[src/rtl/arith_sequencer.sv]
// Fetch/decode sequencer driving the register-file + ALU datapath, one instruction at a time.
// Optional retire watchdog enabled by defining ARITH_SEQ_STEP_LIMIT_EN.
package arith_pkg;
   typedef enum logic [3:0] {
      ALU_ADD, ALU_SUB, ALU_AND, ALU_OR, ALU_XOR, ALU_SLL, ALU_SRL, ALU_SLT
   } AluOp;
   typedef logic [4:0]  RegAddress;
   typedef logic [15:0] Immediate;
   typedef struct packed {
      logic is_ebreak;
      logic alu_use_imm;
   } InstrFlags;
   typedef struct packed {
      InstrFlags flags;
      AluOp      op;
      RegAddress dst;
      RegAddress src1;
      RegAddress src2;
      Immediate  imm;
   } Instruction;
endpackage

module arith_sequencer
   import arith_pkg::*;
#(
   parameter int PC_W      = 8,
   parameter int MAX_STEPS = 1024
) (
   input  logic            clk,
   input  logic            reset,
   input  logic            start,
   input  logic [PC_W-1:0] start_pc,
   output logic            imem_req,
   output logic [PC_W-1:0] imem_addr,
   input  logic            imem_valid,
   input  Instruction      imem_data,
   output AluOp            op,
   output RegAddress       dst,
   output RegAddress       src1,
   output RegAddress       src2,
   output logic            has_immediate,
   output Immediate        imm,
   output logic            reg_we,
   output logic            busy,
   output logic            halted,
   output logic [PC_W-1:0] pc,
   output logic [15:0]     retired,
   output logic            limit_hit
);
   typedef enum logic [2:0] {S_IDLE, S_FETCH, S_WAIT, S_EXEC, S_HALT} state_t;

   state_t          r_state;
   Instruction      r_ir;
   logic            r_imem_req;
   logic [PC_W-1:0] r_imem_addr;
   logic [PC_W-1:0] r_pc;
   logic [15:0]     r_retired;
   logic            r_reg_we;
   logic            r_busy;
   logic            r_halted;
   logic            r_limit_hit;

   logic [PC_W-1:0] w_pc_inc;
   logic [15:0]     w_retired_inc;
   logic            w_at_limit;

   assign w_pc_inc      = r_pc + PC_W'(1);
   assign w_retired_inc = (r_retired == 16'hFFFF) ? r_retired : r_retired + 16'd1;

`ifdef ARITH_SEQ_STEP_LIMIT_EN
   assign w_at_limit = ({16'd0, w_retired_inc} == MAX_STEPS);
   assign limit_hit  = r_limit_hit;
`else
   logic w_unused_limit;
   assign w_at_limit     = 1'b0;
   assign w_unused_limit = ({16'd0, r_retired} == MAX_STEPS) | r_limit_hit;
   assign limit_hit      = 1'b0;
`endif

   always_ff @(posedge clk or posedge reset) begin
      if (reset) begin
         r_state     <= S_IDLE;
         r_ir        <= '0;
         r_imem_req  <= 1'b0;
         r_imem_addr <= '0;
         r_pc        <= '0;
         r_retired   <= '0;
         r_reg_we    <= 1'b0;
         r_busy      <= 1'b0;
         r_halted    <= 1'b0;
         r_limit_hit <= 1'b0;
      end else begin
         r_imem_req <= 1'b0;
         r_reg_we   <= 1'b0;
         case (r_state)
            S_IDLE, S_HALT: begin
               if (start) begin
                  r_state     <= S_FETCH;
                  r_pc        <= start_pc;
                  r_retired   <= '0;
                  r_limit_hit <= 1'b0;
                  r_imem_req  <= 1'b1;
                  r_imem_addr <= start_pc;
                  r_busy      <= 1'b1;
                  r_halted    <= 1'b0;
               end
            end
            S_FETCH: r_state <= S_WAIT;
            S_WAIT: begin
               // The write strobe is pre-decoded here so it is a clean register during EXEC.
               if (imem_valid) begin
                  r_ir     <= imem_data;
                  r_state  <= S_EXEC;
                  r_reg_we <= ~imem_data.flags.is_ebreak;
               end
            end
            S_EXEC: begin
               if (r_ir.flags.is_ebreak) begin
                  r_state  <= S_HALT;
                  r_busy   <= 1'b0;
                  r_halted <= 1'b1;
               end else begin
                  r_pc      <= w_pc_inc;
                  r_retired <= w_retired_inc;
                  if (w_at_limit) begin
                     r_state     <= S_HALT;
                     r_busy      <= 1'b0;
                     r_halted    <= 1'b1;
                     r_limit_hit <= 1'b1;
                  end else begin
                     r_state     <= S_FETCH;
                     r_imem_req  <= 1'b1;
                     r_imem_addr <= w_pc_inc;
                  end
               end
            end
            default: r_state <= S_IDLE;
         endcase
      end
   end

   // Control fields come straight from IR, which only changes entering EXEC.
   assign op            = r_ir.op;
   assign dst           = r_ir.dst;
   assign src1          = r_ir.src1;
   assign src2          = r_ir.src2;
   assign has_immediate = r_ir.flags.alu_use_imm;
   assign imm           = r_ir.imm;
   assign imem_req      = r_imem_req;
   assign imem_addr     = r_imem_addr;
   assign reg_we        = r_reg_we;
   assign busy          = r_busy;
   assign halted        = r_halted;
   assign pc            = r_pc;
   assign retired       = r_retired;
endmodule

[config.mk]
export PLATFORM = sky130hd
export DESIGN_NAME = arith_sequencer
export DESIGN_NICKNAME = d
export VERILOG_FILES = /design/src/rtl/arith_sequencer.sv
export SDC_FILE = /design/constraint.sdc
export NUM_CORES = 1
export LEC_CHECK = 0
export BUFFER_PORTS_ARGS = -buffer_cell sky130_fd_sc_hd__buf_2
export CORE_MARGIN = 4
export CORE_UTILIZATION = 40
export DETAILED_ROUTE_END_ITERATION = 16
export GPL_TIMING_DRIVEN = 0
export PLACE_DENSITY = 0.66
export SETUP_SLACK_MARGIN = 0.5
export SLEW_MARGIN = 25
export SYNTH_ARGS = -nofsm -noshare
export SYNTH_HDL_FRONTEND = slang
export SYNTH_SLANG_ARGS = --single-unit
[constraint.sdc]
create_clock -name clk -period 2.6 [get_ports clk]
set_clock_uncertainty 0.05 [all_clocks]
set_input_delay 0.26 -clock clk [delete_from_list [all_inputs] [get_ports clk]]
set_output_delay 0.26 -clock clk [all_outputs]
set_load 0.01 [all_outputs]
# --- After elaboration in Yosys (flattened, before gate mapping) ---
# Cells that the tools add are included.
word_totals:
  regBits: 68
  input_bits: 49
  out_inout_bits: 73
  word_cells: 57
classes:
  n_addsub: 2
  n_eq_ne: 10
  n_mux: 22
  bitwise: 1
  n_reduce_logical: 8
op_table:
  columns: ["cell", "n"]
  rows:
  - ["2-to-1 mux 16 bit", 3]
  - ["case mux 16 bit (2 select lines)", 1]
  - ["adder 16 x 1 -> 16 bit, second input constant", 1]
  - ["== test 16 bit, second input constant", 1]
  - ["2-to-1 mux 8 bit", 2]
  - ["case mux 8 bit (2 select lines)", 1]
  - ["case mux 3 bit (4 select lines)", 1]
  - ["!= test 2 bit, second input constant", 5]
  - ["2-to-1 mux 3 bit", 3]
  - ["adder 8 x 1 -> 8 bit, second input constant", 1]
  - ["2-to-1 mux 1 bit", 8]
  - ["== test 3 x 2 -> 1 bit, second input constant", 2]
  - ["case mux 1 bit (2 select lines)", 3]
  - ["AND reduction 3 bit", 2]
  - ["AND reduction 2 bit", 2]
  - ["AND reduction 4 bit", 1]
  - ["== test 3 x 1 -> 1 bit, second input constant", 1]
  - ["== test 3 bit, second input constant", 1]
  - ["zero test 3 bit", 1]
  - ["nonzero test 2 bit", 1]
  - ["OR reduction 2 bit", 1]
  - ["NOT 1 bit", 1]

# --- Depth between registers and ports, before layout ---
# Gate-level depths: netlist of run 1.
logic_depth:
  depth_word: 4
  depth_mapped: 7
  depth_no_buf: 5

# --- Worst setup path after synthesis of run 1 ---
# OpenSTA, ideal clock, no wires.
synth_timing:
  path_kind: "register -> register"
  start: "reg r_retired[0], in the netlist retired[0]"
  end: "reg r_retired[14], in the netlist retired[14]"
  setup_ns: 0.124
  arrival_time_ns: 1.704
  required_time_ns: 2.426
  path_slack_ns: 0.723
  stages_incl_launch_ff: 6
  path_buffers: 0
  cell_sequence: "dfrtp_1 > ha_1 > nand4_2 > or3_4 > o211a_1 > a211o_1"
synth_via:
  elab_chain_cells: 4
  elab_cells_between_ends: 7
  classes_between: "add/sub (1); eq/ne (2); mux (3); reduce/logical (1)"
synth_rtl:
  columns: ["item", "line", "source"]
  rows:
  - ["start, declared", "57", "logic [15:0] r_retired;"]
  - ["start signal, assigned", "124", "r_retired <= w_retired_inc;"]
  - ["adder 16 x 1 -> 16 bit", "68", "assign w_retired_inc = (r_retired == 16'hFFFF) ? r_retired : r_retired + 16'd1;"]
  - ["2-to-1 mux 16 bit", "68", null]
  - ["2-to-1 mux 16 bit", "118", "if (r_ir.flags.is_ebreak) begin"]
  - ["case mux 16 bit (2 select lines)", "95", "case (r_state)"]
# Several ways; a longest one is shown, not always the timed one. The select of a mux whose other input is x is not followed.
# A chain may end at the register's enable or synchronous reset.

# --- Final worst setup path of run 1 ---
layout_timing:
  start: "reg r_retired[1], in the netlist retired[1]"
  end: "reg r_retired[7], in the netlist retired[7]"
# The elaborated chain is that of the path after synthesis.

==> metrics.cfg, run 1 <==
[sta]
setup_viol_count_final=0
worst_pin_slew_ns=0.564
slew_headroom_pct=62.4
holdWs_ns=0.0283
rsz0062_at_grt=false
slew_viol_final=0
min_period_ns=1.96
fmax_mhz=510
final_hold_viol_count=0
fin_crit_sh_pct=75.5

[routing]
vias_per_cell=5.06
drc=0
routedWlPerCell_um=14.3
vias=2831
drt-pass1-iter-count=4
drtAntennaViolNets=0
wl_um=8000
drt_iter0_drc=83

[final_layout]
layout.cells.non_filler=559
n_fill_cell=754
finalInstanceArea_um2=4510
layout_commonest_cell=buf_2
syn_to_final_growth_pct=30.3
final_cell_mix=buf_2, dfrtp_1, buf_4
nets=500
antenna_cells=0
drive_above_1_share_pct=53.1

[grt]
grt_overflow=0
grt_pass1_wl_um=12900
grt_pass1_vias=2689
grt_util_all_layers_pct=15.8
antenna_found_initial=0
grt_max_degree=54

[hold_path]
hp-class=in2reg

[cts]
cts_tree=yes
cts_buffers=9
cts_root_buffer=clkbuf_8
clkSinkCount=68
clock_path_buffers=2
htreeDepth=3
clock_latency_ns=0.34
clkTransAtPathRegs_ns=0.08

[critical_path]
cp_num_cells=6
cp-startpoint=retired[1]$_DFFE_PP0P_
r2r-end=retired[7]$_DFFE_PP0P_
crit_chain=ha_2, nand4_4, or3_4, o21ai_4, buf_4, o22a_1
endpoint=retired[7]$_DFFE_PP0P_
critPathLaunchType=register
reg2reg_depth=6
crit_arrival_ns=2.19
cp_max_fo=10
crit_required_ns=2.83
cp_slowest_cell=dfrtp_1
criticalPathCategory=reg2reg
rr_startpoint=retired[1]$_DFFE_PP0P_
cpPeakStageDelay_ns=0.42
r2r_setup_slack_ns=0.64
cp-end-kind=register
cp_top_family=simple AND/OR/NAND/NOR gates
path_buf_inv=1

[place]
dp_cells=540
dpl_cell_area_um2=4220
io_buffers=120
gp_congestion=0.822
dp_hpwl_um=5870

[yosys]
synthesis.nets=365
ys_ff_latch=68
synth_cells=314
synth_enable_flop_cells=0
asyncSetResetFlopFracSynth_pct=100
synth.distinct_cells=51
ys_top_cells_by_area=dfrtp_1, mux2_2, buf_4
seq_area_frac_synth_pct=49.2
syn_area_um2=3460
synth_area_leader_cell=dfrtp_1
synth_top_area_share_pct=49.2
ys_dominant_reg_cell=dfrtp_1
synth_warnings=0
avgSynthCellArea_um2=11.0

[die]
start_util_pct=41.7
core-area_um2=8300
dieArea_um2=10200
die_h_um=101
rows=33
die_w_um=101
io_pins=122

[power_and_ir_drop]
power_leakage_nw=2.25
p_per_area_nw_per_um2=1160
max-vdd-ir-drop_uv=364

[run_status]
outcome=finished, final reports clean

[job]
max_cap_violations=0

==> routing by layer <==
layer | GRT usage, % | routed length (um) | vias to the layer above
met5 | 0 | 0 | -
met4 | 5.62 | 99 | 0
met3 | 4.08 | 702 | 11
met2 | 25.8 | 3780 | 105
met1 | 20.2 | 3420 | 1363
li1 | - | - | 1352
==> worst register-to-register path, delay by kind of cell, from the launching register on <==
kind / cells / cell delay [ns]
adders and majority gates: 1 / 0.25
and+or+nand+nor: 2 / 0.58
DFF: 1 / 0.42
AOI/OAI and AO/OA: 2 / 0.39
buffers and inverters: 1 / 0.22
==> synth_stat cells (all sizes together) (2+ instances only) <==
cell type   n
dfrtp      68
buf        54
mux2       37
nand2      26
o21ai      19
a21oi      10
o22a       10
nand3       9
nor4        9
inv         8
nor3        8
nor2        6
nand4       5
clkbuf      3
nor3b       3
or4         3
a211o       2
a22o        2
a31oi       2
and3        2
ha          2
mux2i       2
o211a       2
o211ai      2
or3         2
==> kinds of logic after synthesis <==
family                   synth area share [%]
adder cells (fa/ha/maj)                 0.723
XOR/XNOR                                0.253
AND/OR/NAND/NOR                          13.8
AO/OA/AOI/OAI                            11.1
flip-flops                               49.2
other                                   0.108
multiplexers                             12.6
buffers and inverters                    12.3
==> report_power, final <==
| group | switching, mW | internal, mW |
|---|---|---|
| logic | 1.07 | 1.28 |
| clock network | 0.412 | 0.639 |
| registers | 0.322 | 1.49 |
| total | 1.80 | 3.41 |
==> metrics by stage <==
| stage | power (mW) | TNS (ns) | util, % | setup slack (ns) |
|---|---|---|---|---|
| after floorplan | 3.43 | 0 | - | 0.578 |
| after global placement | 4.14 | -25.53 | 50.5 | -0.379 |
| after detailed placement | 4.21 | 0 | 50.9 | 0.480 |
| after CTS | 5.27 | 0 | 54.0 | 0.515 |
| after global routing | 5.58 | 0 | 54.4 | 0.514 |
| final | 5.22 | 0 | 54.4 | 0.637 |
==> worst min-delay path by stage <==
stage / slack, ns / end / start / depth (start not counted)
after floorplan: 0.28 / reg_we$_DFF_PP0_ / imem_data[36] / 1
final: 0.03 / reg_we$_DFF_PP0_ / imem_data[36] / 2
after global placement: 0.38 / reg_we$_DFF_PP0_ / imem_data[36] / 2
after detailed placement: 0.17 / src2[3]$_DFFE_PP0P_ / reset / 2
after global routing: 0.02 / reg_we$_DFF_PP0_ / imem_data[36] / 2
after CTS: 0.01 / reg_we$_DFF_PP0_ / imem_data[36] / 2
==> flip-flops by register name (all words and copies together), names as in the netlist, 3 cells and up <==
register and cells:
pc 8, r_state 3, src2 5, op 4
dst 5, retired 16, src1 5, imm 16
==> final cells by class <==
cell class,count,area (um^2),area share (%)
Clock buffer,10,128,2.83
Buffer,57,397,8.79
Multi-Input combinational cell,181,1360,30.1
Sequential cell,68,1700,37.7
Timing Repair Buffer,124,653,14.5
Inverter,8,32.5,0.721
Tap cell,105,131,2.91
Clock inverter,6,111,2.47
==> repair_timing <==
item | 4_1_cts | 5_1_grt
cloned | 0 | 0
buffers inserted | 0 | 2
pin swaps | 0 | 1
hold buffers | 1 | 0
endpoints found under the hold margin | 15 | 0
endpoints found under the setup margin | 8 | 12
resized for setup | 1 | 5
No activity file was read; power rests on OpenSTA's default activity.
==> run 2: changes to the inputs <==
==> constraint.sdc (replaced) <==
create_clock -name clk -period 2 [get_ports clk]
set_clock_uncertainty 0.05 [all_clocks]
set_input_delay 0.2 -clock clk [delete_from_list [all_inputs] [get_ports clk]]
set_output_delay 0.2 -clock clk [all_outputs]
set_load 0.01 [all_outputs]
==> run 2 against run 1 <==
Effect of this change:
- register-to-register slack got worse by 0.36 ns
- critical path type unchanged
- count of clock-buffer cells in the layout fell by 1
- clock power rose by 21%
- via count rose by 7.8%
- utilization rose by 10 points
- largest cell class unchanged
- first-iteration DRC count rose by 39%
==> metrics.cfg, run 2 (synthesis results as in run 1) <==
[run_status]
outcome=finished, final reports clean  ; unchanged

[place]
io_buffers=120  ; unchanged
gp_congestion=0.840  ; was 0.822
dp_hpwl_um=5940  ; was 5870 um
dp_cells=541  ; was 540
dp_slack_ns=0.0847  ; was 0.480 ns

[routing]
drt-pass1-iter-count=4  ; unchanged
drt_iter0_drc=115  ; was 83
vias=3053  ; was 2831
wl_um=9290  ; was 8000 um
drc=0  ; unchanged
vias_per_cell=5.05  ; was 5.06
drtAntennaViolNets=0  ; unchanged
routedWlPerCell_um=15.4  ; was 14.3 um

[die]
rows=33  ; unchanged
dieArea_um2=10200  ; unchanged
io_pins=122  ; unchanged
die_h_um=101  ; unchanged
die_w_um=101  ; unchanged
start_util_pct=41.7  ; unchanged
core-area_um2=8300  ; unchanged

[final_layout]
final_cell_mix=buf_2, buf_4, dfrtp_1  ; was buf_2, dfrtp_1, buf_4
multiInputGateArea_um2=1580  ; was 1360 um^2
nets=545  ; was 500
regArea_um2=1720  ; was 1700 um^2
layout.cells.non_filler=604  ; was 559
antenna_cells=0  ; unchanged
fin_util_pct=64.4  ; was 54.4%
layout_commonest_cell=buf_2  ; unchanged
drive_above_1_share_pct=62.7  ; was 53.1%
syn_to_final_growth_pct=54.4  ; was 30.3%
n_fill_cell=677  ; was 754

[sta]
setup_viol_count_final=0  ; unchanged
final_hold_viol_count=0  ; unchanged
layout_setup_ws_ns=0.279  ; was 0.637 ns
worst_pin_slew_ns=0.510  ; was 0.564 ns
fmax_mhz=581  ; was 510 MHz
slew_viol_final=0  ; unchanged
finalSetupTns_ns=0  ; unchanged
slew_headroom_pct=65.9  ; was 62.4%
fin_crit_sh_pct=86.1  ; was 75.5%
rsz0062_at_grt=true  ; was false
min_period_ns=1.72  ; was 1.96 ns

[hold_path]
hp-class=in2reg  ; unchanged

[grt]
grt_util_all_layers_pct=17.9  ; was 15.8%
grt_pass1_vias=2932  ; was 2689
grt_overflow=0  ; unchanged
antenna_found_initial=0  ; unchanged
grt_pass1_wl_um=14400  ; was 12900 um
grt_max_degree=30  ; was 54

[power_and_ir_drop]
max-vdd-ir-drop_uv=681  ; was 364 uV
p_total_mw=8.03  ; was 5.22 mW
p_per_area_nw_per_um2=1500  ; was 1160 nW/um^2
power_leakage_nw=2.67  ; was 2.25 nW

[critical_path]
crit_arrival_ns=1.95  ; was 2.19 ns
criticalPathCategory=reg2reg  ; unchanged
crit_chain=ha_4, nand4_4, or3_4, o21ai_4, buf_6, o22a_1  ; was ha_2, nand4_4, or3_4, o21ai_4, buf_4, o22a_1
crit_required_ns=2.23  ; was 2.83 ns
cp_max_fo=6  ; was 10
cp_slowest_cell=dfrtp_2  ; was dfrtp_1
critPathLaunchType=register  ; unchanged
cp-end-kind=register  ; unchanged
cpPeakStageDelay_ns=0.41  ; was 0.42 ns

[cts]
clkTransAtPathRegs_ns=0.08  ; about the same
clock_latency_ns=0.34  ; about the same
cts_buffers=9  ; unchanged
cts_root_buffer=clkbuf_8  ; unchanged
cts_tree=yes  ; unchanged
htreeDepth=3  ; unchanged
clock_path_buffers=2  ; unchanged
clkSinkCount=68  ; unchanged

[job]
max_cap_violations=0  ; unchanged

## run 2: power breakdown
| part | internal, mW | switching, mW | leakage (nW) |
|---|---|---|---|
| logic | 2.64 | 1.74 | 1.74 |
| registers | 1.95 | 0.433 | 0.824 |
| clock network | 0.708 | 0.562 | 0.102 |
## run 2: cell type report
cell class / instances / share of cell area [%]
Tap cell: 105 / 2.46
Multi-Input combinational cell: 181 / 29.6
Inverter: 8 / 0.679
Sequential cell: 68 / 32.1
Timing Repair Buffer: 169 / 21.7
Clock buffer: 9 / 2.32
Clock inverter: 7 / 1.87
Buffer: 57 / 9.27
## run 2: worst max-delay path, delay by kind of cell, from the launching register on
kind                     cells  cell delay (ns)
buffers and inverters        1             0.17
AND/OR/NAND/NOR              2             0.48
flip-flops                   1             0.41
AO/OA/AOI/OAI                2             0.40
adder cells (fa/ha/maj)      1             0.16
## run 2: stage by stage
step,instance area [um^2],hold slack [ns]
2_1_floorplan,3670,0.221
3_5_place_dp,4450,0.213
6_report,5350,0.0329
3_3_place_gp,4400,0.325
4_1_cts,5220,0.0206
5_1_grt,5350,0.0206
## run 2: layer usage
| metal | global-route usage [%] | vias up | wire [um] |
|---|---|---|---|
| met4 | 7.57 | 0 | 134 |
| met3 | 3.88 | 18 | 789 |
| li1 | - | 1443 | - |
| met5 | 0 | - | 0 |
| met1 | 23.7 | 1457 | 3940 |
| met2 | 28.3 | 135 | 4430 |
## run 2: path summary, 6_finish.rpt
path	cells after the start	slack [ns]	endpoint	startpoint
setup / recovery	6	0.28	retired[11]$_DFFE_PP0P_	retired[0]$_DFFE_PP0P_
hold / removal	2	0.03	src2[1]$_DFFE_PP0P_	imem_data[17]
setup reg to reg	6	0.28	retired[11]$_DFFE_PP0P_	retired[0]$_DFFE_PP0P_
hold reg to reg	1	0.46	imm[4]$_DFFE_PP0P_	imm[4]$_DFFE_PP0P_
max in group asynchronous	5	0.82	retired[1]$_DFFE_PP0P_	reset
min in group asynchronous	3	0.39	imm[8]$_DFFE_PP0P_	reset
## run 2: repair_timing
item | 4_1_cts | 5_1_grt
gates cloned | 4 | 2
gates resized for setup | 43 | 24
buffers inserted | 31 | 8
endpoints found under the setup margin | 64 | 61
pin swaps | 9 | 5
hold buffers | 2 | 0
hold endpoints to repair | 22 | 0
==> run 3: changes to the inputs <==
==> constraint.sdc (replaced) <==
create_clock -name clk -period 2.13 [get_ports clk]
set_clock_uncertainty 0.05 [all_clocks]
set_input_delay 0.213 -clock clk [delete_from_list [all_inputs] [get_ports clk]]
set_output_delay 0.213 -clock clk [all_outputs]
set_load 0.01 [all_outputs]
==> run 3 against run 2 <==
Effect of this change:
- non-clock buffer count is 4 lower
- utilization fell by 2.4 points
- setup slack improved by 0.12 ns
- critical endpoint is now retired[15]$_DFFE_PP0P_
- clock power shrank 3%
- largest power group unchanged
- routed wire length hardly changed
==> metrics.cfg, run 3 (synthesis results as in run 1) <==
[run_status]
outcome=finished, final reports clean  ; unchanged

[final_layout]
nets=541  ; was 545
antenna_cells=0  ; unchanged
syn_to_final_growth_pct=48.8  ; was 54.4%
layout.cells.non_filler=600  ; was 604
layout_commonest_cell=buf_2  ; unchanged
finalInstanceArea_um2=5150  ; was 5350 um^2
final_cell_mix=buf_2, buf_4, dfrtp_1  ; unchanged
drive_above_1_share_pct=61.8  ; was 62.7%
fin_util_pct=62.1  ; was 64.4%
n_fill_cell=703  ; was 677

[die]
io_pins=122  ; unchanged
die_w_um=101  ; unchanged
rows=33  ; unchanged
dieArea_um2=10200  ; unchanged
die_h_um=101  ; unchanged
start_util_pct=41.7  ; unchanged
core-area_um2=8300  ; unchanged

[cts]
clkTransAtPathRegs_ns=0.09  ; was 0.08 ns
cts_buffers=9  ; unchanged
cts_tree=yes  ; unchanged
htreeDepth=3  ; unchanged
cts_root_buffer=clkbuf_8  ; unchanged
clkSinkCount=68  ; unchanged
clock_path_buffers=2  ; unchanged
clock_latency_ns=0.34  ; about the same

[grt]
grt_overflow=0  ; unchanged
antenna_found_initial=0  ; unchanged
grt_util_all_layers_pct=17.2  ; was 17.9%
grt_pass1_wl_um=13800  ; was 14400 um
grt_pass1_vias=2878  ; was 2932
grt_max_degree=30  ; unchanged

[job]
max_cap_violations=0  ; unchanged

[hold_path]
hp-start=imem_data[4]  ; was imem_data[17]
hp-class=in2reg  ; unchanged
min_path_cells=2  ; unchanged
min_to=imm[4]$_DFFE_PP0P_  ; was src2[1]$_DFFE_PP0P_

[sta]
fin_crit_sh_pct=81.2  ; was 86.1%
slew_viol_final=0  ; unchanged
fmax_mhz=578  ; was 581 MHz
holdWs_ns=0.0465  ; was 0.0329 ns
min_period_ns=1.73  ; was 1.72 ns
layout_setup_ws_ns=0.400  ; was 0.279 ns
rsz0062_at_grt=true  ; unchanged
setup_viol_count_final=0  ; unchanged
finalSetupTns_ns=0  ; unchanged
final_hold_viol_count=0  ; unchanged

[routing]
vias=2982  ; was 3053
routedWlPerCell_um=15.5  ; was 15.4 um
drtAntennaViolNets=0  ; unchanged
drt-pass1-iter-count=4  ; unchanged
drc=0  ; unchanged
wl_um=9290  ; about the same
drt_iter0_drc=81  ; was 115
vias_per_cell=4.97  ; was 5.05

[place]
gp_congestion=0.853  ; was 0.840
dp_slack_ns=0.230  ; was 0.0847 ns
dp_cells=541  ; unchanged
io_buffers=120  ; unchanged
dp_hpwl_um=6070  ; was 5940 um
dpl_cell_area_um2=4310  ; was 4450 um^2

[power_and_ir_drop]
power_leakage_nw=2.58  ; was 2.67 nW
p_total_mw=7.22  ; was 8.03 mW
p_per_area_nw_per_um2=1400  ; was 1500 nW/um^2
max-vdd-ir-drop_uv=532  ; was 681 uV

[critical_path]
critPathLaunchType=register  ; unchanged
criticalPathCategory=reg2reg  ; unchanged
cp-end-kind=register  ; unchanged
r2r-end=retired[15]$_DFFE_PP0P_  ; was retired[11]$_DFFE_PP0P_
r2r_setup_slack_ns=0.40  ; was 0.28 ns
crit_chain=nand4_4, or4_4, o211a_1, a211o_1  ; was ha_4, nand4_4, or3_4, o21ai_4, buf_6, o22a_1
cpPeakStageDelay_ns=0.57  ; was 0.41 ns
crit_required_ns=2.30  ; was 2.23 ns
reg2reg_depth=4  ; was 6
cp_slowest_cell=or4_4  ; was dfrtp_2
cp_max_fo=6  ; unchanged
crit_arrival_ns=1.90  ; was 1.95 ns
rr_startpoint=retired[7]$_DFFE_PP0P_  ; was retired[0]$_DFFE_PP0P_

[run 3: cell count changes in the layout (fill, tap and decap cells not counted), moves of 3 or more]
cell        change
o21ai_1         -5
mux2_2          +6
buf_4          +10
buf_8           +4
buf_6          -12
clkinvlp_4      -3
buf_16          -4
o21ai_0         +5
buf_12          -4
mux2_4          -6
[run 3: worst max-delay path by stage]
stage,from,to,cells past startpoint
2_1_floorplan,retired[0]$_DFFE_PP0P_,retired[14]$_DFFE_PP0P_,5
3_3_place_gp,retired[1]$_DFFE_PP0P_,retired[7]$_DFFE_PP0P_,6
3_5_place_dp,retired[1]$_DFFE_PP0P_,retired[13]$_DFFE_PP0P_,6
4_1_cts,retired[0]$_DFFE_PP0P_,retired[5]$_DFFE_PP0P_,6
5_1_grt,retired[0]$_DFFE_PP0P_,retired[7]$_DFFE_PP0P_,6
6_report,retired[7]$_DFFE_PP0P_,retired[15]$_DFFE_PP0P_,4
[run 3: where the power goes]
group          internal [mW]  switching, mW  total [mW]  leakage [nW]
logic                   2.23           1.56        3.78          1.64
registers               1.83          0.383        2.21         0.823
clock network          0.702          0.528        1.23         0.117
total                   4.76           2.47        7.22          2.58
[run 3: critical path: cells and delay by family (launching register included)]
kind / cells / cell delay (ns)
AND/OR/NAND/NOR: 2 / 0.73
AO/OA/AOI/OAI: 2 / 0.44
flip-flops: 1 / 0.39
[run 3: routing by layer]
layer / share of wire [%] / up-vias / track usage [%]
met3: 6.8 / 13 / 4.22
met2: 48 / 108 / 27.7
met5: 0 / - / 0
met4: 1.6 / 0 / 6.54
met1: 44 / 1421 / 22.5
li1: - / 1440 / -
[run 3: final cells by class]
cell class	count	area, um^2	share of cell area [%]
clock inverters	6	95.1	1.85
multi-input cells	181	1530	29.8
repair buffers	165	1040	20.2
plain buffers	57	463	8.99
clock buffers	10	138	2.67
well taps	105	131	2.55
inverters	8	33.8	0.656
flip-flops and latches	68	1720	33.3
[run 3: timing repair]
action,4_1_cts,5_1_grt
endpoints found under the setup margin,61,56
buffers inserted,19,16
endpoints found under the hold margin,14,0
pin swaps,6,6
hold buffers,3,0
gates resized for setup,30,47
cloned,4,1
